File: src/rtl/shift_add_mult_ctrl.sv
// Control FSM for the serial shift-and-add multiplier: sequences load, per-bit
// evaluate/add and shift strobes, with a start/ready/done handshake and abort.
module shift_add_mult_ctrl #(
  parameter int WORD_LENGTH = 8,
  parameter bit EARLY_EXIT  = 1'b0,
  localparam int CW = (WORD_LENGTH > 1) ? $clog2(WORD_LENGTH) : 1
) (
  input  logic          clk,
  input  logic          reset,
  input  logic          start,
  input  logic          abort,
  input  logic          mult_bit,
  input  logic          mult_zero,
  output logic          ready,
  output logic          busy,
  output logic          load,
  output logic          acc_clear,
  output logic          acc_add,
  output logic          shift,
  output logic          done,
  output logic [CW-1:0] bit_index
);

  typedef enum logic [2:0] {S_IDLE, S_LOAD, S_EVAL, S_SHIFT, S_DONE} state_t;

  localparam logic [CW-1:0] LAST = CW'(WORD_LENGTH - 1);

  state_t        state, state_nxt;
  logic [CW-1:0] cnt, cnt_nxt;

  always_ff @(posedge clk or posedge reset) begin
    if (reset) begin
      state <= S_IDLE;
      cnt   <= '0;
    end else begin
      state <= state_nxt;
      cnt   <= cnt_nxt;
    end
  end

  always_comb begin
    state_nxt = state;
    cnt_nxt   = cnt;
    ready     = 1'b0;
    busy      = 1'b0;
    load      = 1'b0;
    acc_clear = 1'b0;
    acc_add   = 1'b0;
    shift     = 1'b0;
    done      = 1'b0;
    case (state)
      S_IDLE: begin
        ready = 1'b1;
        if (start) state_nxt = S_LOAD;
      end
      S_LOAD: begin
        busy      = 1'b1;
        load      = 1'b1;
        acc_clear = 1'b1;
        cnt_nxt   = '0;
        state_nxt = S_EVAL;
      end
      S_EVAL: begin
        busy = 1'b1;
        // Nothing left to add: skip the remaining iterations entirely.
        if (EARLY_EXIT && mult_zero) begin
          state_nxt = S_DONE;
        end else begin
          acc_add   = mult_bit;
          state_nxt = S_SHIFT;
        end
      end
      S_SHIFT: begin
        busy  = 1'b1;
        shift = 1'b1;
        if (cnt == LAST) begin
          state_nxt = S_DONE;
        end else begin
          cnt_nxt   = cnt + CW'(1);
          state_nxt = S_EVAL;
        end
      end
      S_DONE: begin
        done      = 1'b1;
        cnt_nxt   = '0;
        state_nxt = S_IDLE;
      end
      default: begin
        cnt_nxt   = '0;
        state_nxt = S_IDLE;
      end
    endcase
    // Strobes of the aborted cycle still go out; only the sequencing is cancelled.
    if (abort && busy) begin
      state_nxt = S_IDLE;
      cnt_nxt   = '0;
    end
  end

  assign bit_index = cnt;

endmodule

File: config.mk
export PLATFORM = sky130hd
export DESIGN_NAME = shift_add_mult_ctrl
export DESIGN_NICKNAME = d
export VERILOG_FILES = /design/src/rtl/shift_add_mult_ctrl.sv
export SDC_FILE = /design/constraint.sdc
export NUM_CORES = 1
export LEC_CHECK = 0
export CAP_MARGIN = 20
export CELL_PAD_IN_SITES_DETAIL_PLACEMENT = 1
export CELL_PAD_IN_SITES_GLOBAL_PLACEMENT = 1
export CORE_AREA = 2 2 39 41
export CTS_CLUSTER_SIZE = 28
export DETAILED_ROUTE_END_ITERATION = 10
export DIE_AREA = 0 0 41 43
export PLACE_DENSITY = 0.79
export SLEW_MARGIN = 20
export SYNTH_ARGS = -nofsm -noshare
export SYNTH_HDL_FRONTEND = slang
export SYNTH_SLANG_ARGS = --single-unit
File: constraint.sdc
create_clock -name clk -period 2.9 [get_ports clk]
set_clock_uncertainty 0.1 [all_clocks]
set_input_delay 0.58 -clock clk [delete_from_list [all_inputs] [get_ports clk]]
set_output_delay 0.58 -clock clk [all_outputs]
set_load 0.02 [all_outputs]
* Word-level counts from Yosys, hierarchy flattened *
Index checks and enable logic that the tools add are counted.

storage, ports and cells
  bits of input ports = 6
  logic and storage cells = 29
  flip-flop bits (word level) = 6

cells by class
  $add $sub $neg = 1
  reduce and logical (&&, ||, !) cells = 5
  equal/unequal tests = 8
  mux-type cells = 13

operator list
  operator             count
  $mux 3               5
  $pmux 3 s4           1
  $eq 3x2->1 const B   2
  $eq 3x3->1 const B   2
  $mux 1               6
  $ne 3x3->1 const B   2
  $pmux 3 s2           1
  $add 3x1->3 const B  1
  $eq 3x1->1 const B   1
  $logic_not 3->1      1
  $reduce_or 3->1      1
  $ne 2x1->1 const B   1
  $reduce_and 2->1     1
  $reduce_or 2->1      1
  $logic_and 1x1->1    1

* Depth between registers and ports, before layout *
  depth after elaboration = 6
  mapped depth = 5
  gate-level depth less buffers = 5

* Least setup slack after synthesis *
OpenSTA, ideal clock, no wires.

  kind = reg-to-output
  start point = register state[2]
  end point = output load
  data required time = 2220 ps
  slack = 795 ps
  path buffers = 2
  stages on the path, launching flop included = 4
  arrival time = 1425 ps
  cells stage by stage = dfrtp_1 > clkbuf_1 > nor3b_1 > buf_4

on the way
  word-level cells in the longest chain between the ends = 2

ends and longest elaborated chain
  element                   RTL line  text
  start: declaration        28        state_t state, state_nxt;
  start signal: assignment  36        state <= state_nxt;
  $eq 3x1->1                --
  $mux 1                    --
  end: declaration          16        output logic load,

Every way passes these cells.

* Worst setup path in the final report *
  start point = input mult_bit
  end point = output acc_add

on the way
  word-level cells in the longest chain between the ends = 1

ends and longest elaborated chain
  element             RTL line  text
  start: declaration  12        input logic mult_bit,
  $mux 1              51        case (state)
  end: declaration    18        output logic acc_add,

Every way passes these cells.

==> results by group <==
Hold path
  • Worst hold endpoint: bit_index[1]$_DFFE_PP0P_
  • HP Start: bit_index[1]$_DFFE_PP0P_
  • Hold Path Class: register to register
  • Worst hold stages: 1

Status
  • Status: complete, no violations

Timing
  • Final min period: between 2 and 3 ns
  • Endpoints failing setup: 0
  • Slew Viols, Final: 0
  • Final hold vios: 0
  • Fmax: 395.4 MHz
  • RSZ-0062 raised after global routing: false
  • Fin crit share: 87.22%
  • Worst Max-Slew Pin Slew: between 0.4 and 0.5 ns
  • Setup TNS: 0 ns
  • Max_slew headroom: between 70% and 80%

Synthesis
  • Post-Syn Area per Cell: about 10 um2
  • Distinct cell type count after synthesis: 22
  • Total nets after synthesis: 46
  • Prevailing post-synth register cell: dfrtp_1
  • Synth warn: 0
  • Post-synthesis sequential area ratio: between 40% and 50%
  • Post-Syn Instances: 38
  • EDFF count, synth: 0
  • Ys async rst share: 100.0%
  • Synth Register Bits: 6
  • Cell Area, Synth: ~370 um2

Pwr
  • PwrDens: 487.2 nW/um2
  • Worst IR drop on VDD: 0.2134 mV
  • Clk network pwr share: ~30%
  • Net switching power: about 81 uW
  • Lkg Pwr: 0.2426 nW
  • Combinational power share: around 29%
  • Sw Share: 31.54%
  • Flop pwr share: 40.7%
  • Internal power: roughly 180 uW
  • Total power: between 200 and 300 uW

Worst setup path
  • Worst r2r src: bit_index[0]$_DFFE_PP0P_
  • Critical path startpoint: mult_bit
  • RR Endpoint: bit_index[0]$_DFFE_PP0P_
  • Reg2Reg Depth: 4
  • Flop2flop setup slack: around 1.2 ns
  • Worst Path Arrival: 1.85 ns
  • CP Launch Type: primary input
  • Crit Path Category: primary input to primary output
  • Critical path fanouts, max: 1
  • CP Capture Type: primary output
  • CP Data Required Time: 2.22 ns

Drt
  • Avg Vias per Cell: ~5.0
  • Routed len/inst: 12.54 um
  • DR iter-0 viols: 1
  • Via count: 335
  • DR pass1 iterations: 2
  • Routed Antenna Nets: 0
  • Final wirelength: roughly 840 um
  • DRC errors left: 0

Finish
  • Share of cells above drive strength 1: 9.804%
  • # diodes: 0
  • Area Overhead vs Synth: 40.94%
  • Nets: 61

Floorplanning
  • Die area: ~1800 um2
  • DIE HEIGHT: between 40 and 50 um
  • Total core area: 1384 um2
  • Cell Rows: 14
  • Initial Util: between 20% and 30%
  • Die width: roughly 40 um
  • IO Count: 16

Job
  • Maxcap violations: 0

Clocking
  • Clock Sinks: 6
  • Bufs on Longest Clock Path: 2
  • Worst-path clk slew: roughly 0.050 ns
  • Setup repair bufs after CTS: 0
  • Hold_buf cts: 0
  • Cells resized by post-CTS repair: 0
  • CTS buffer count: 3
  • CTS Root Buffer Type: clkbuf_4
  • Clock latency on the worst-skew pair: around 0.24 ns
  • CTS H-tree lvls: 1
  • CTS tree: built

Global route
  • Total grt overflow: 0
  • GR Util All Layers: a little under an eighth
  • GRT met3 Usage: under 10%
  • Number of global-route vias before repair: between 300 and 400
  • Global routing usage on met2: 18.75%
  • Pin count of the biggest net entering global routing: 13
  • Most crowded layer after global routing: met2
  • Initial antenna violation count: 0
  • First-pass GRT wire length: ~1400 um
  • Met1 usage: between 10 and 15%

Place
  • Final GP Congestion: 0.7095
  • Post-DP HPWL: between 500 and 600 um
  • PortBufs: 14
per-layer routing:
layer	wire (um)	part of all wire, %
met5	0	0
met1	346	41
met4	0	0
met3	63	7.5
met2	430	51
worst max-delay path: stages:
cell and delay [ns]:
clkdlybuf4s50_1 0.45, nand2_1 0.05, nor3_1 0.14, clkdlybuf4s50_1 0.62
worst max-delay path by stage:
stage / to / cells past startpoint
2_1_floorplan: load / 3
3_3_place_gp: acc_add / 4
3_5_place_dp: acc_add / 4
4_1_cts: acc_add / 4
5_1_grt: acc_add / 4
6_report: acc_add / 4
cell usage after synthesis, drive strengths merged (2+ instances only):
library cell | number | area (um2)
buf | 3 | 26.27
nor4 | 2 | 12.51
ha | 2 | 25.02
dfrtp | 6 | 150.1
nand2 | 3 | 18.77
a21oi | 2 | 10.01
a22o | 2 | 17.52
nor3 | 3 | 15.01
inv | 2 | 7.510
nor2 | 3 | 11.26
metrics by stage:
stage,hold slack [ns],instance area [um2],instances,util [%],setup slack (ns)
finish,0.4312,525.5,67,37.97,0.3706
global route,0.4669,525.5,67,37.97,0.3178
CTS,0.4367,525.5,67,37.97,0.3685
detailed placement,0.4179,503.0,64,36.35,0.3784
global placement,0.4218,503.0,64,36.35,0.3748
floorplan,0.2710,372.9,38,-,0.7952
sequential cells by signal (all words and copies together), names as in the netlist:
signal and cells:
bit_index 3, state 3
logic make-up after synthesis:
| group | share of synthesized area [%] |
|---|---|
| simple gates | 27.52 |
| compound gates | 12.75 |
| buf+inv | 10.07 |
| flops | 40.27 |
| fa+ha+maj | 6.710 |
| mux | 2.685 |
power by group through the flow:
stage / Sequential (mW) / Clock [mW] / Combinational [mW]
floorplan: 0.0976 / 0 / 0.0540
global placement: 0.105 / 0 / 0.0744
detailed placement: 0.106 / 0 / 0.0758
CTS: 0.104 / 0.0824 / 0.0760
global route: 0.106 / 0.0847 / 0.0809
finish: 0.104 / 0.0770 / 0.0749
final cells by class:
cell class | count | area (um2)
Inverter | 2 | 7.507
Multi-Input combinational cell | 26 | 185.2
Sequential cell | 6 | 150.1
Fill cell | 172 | 858.3
Clock buffer | 3 | 22.52
Timing Repair Buffer | 14 | 140.1
Tap cell | 16 | 20.02
layout by cell type (no fill, tap or decap):
cell	instances
nor4_1	2
nor3b_1	1
nand2_1	2
a22o_1	2
dfrtp_1	6
inv_1	2
and3_1	1
nor4b_1	1
a221oi_2	1
ha_1	2
o21ai_1	1
clkbuf_4	3
or4_1	1
a21oi_1	2
and3b_1	1
clkdlybuf4s50_1	14
nand2_4	1
mux2i_1	1
nor2_1	3
nor3_1	3
and2_1	1
Power figures use the tool's default switching activity.
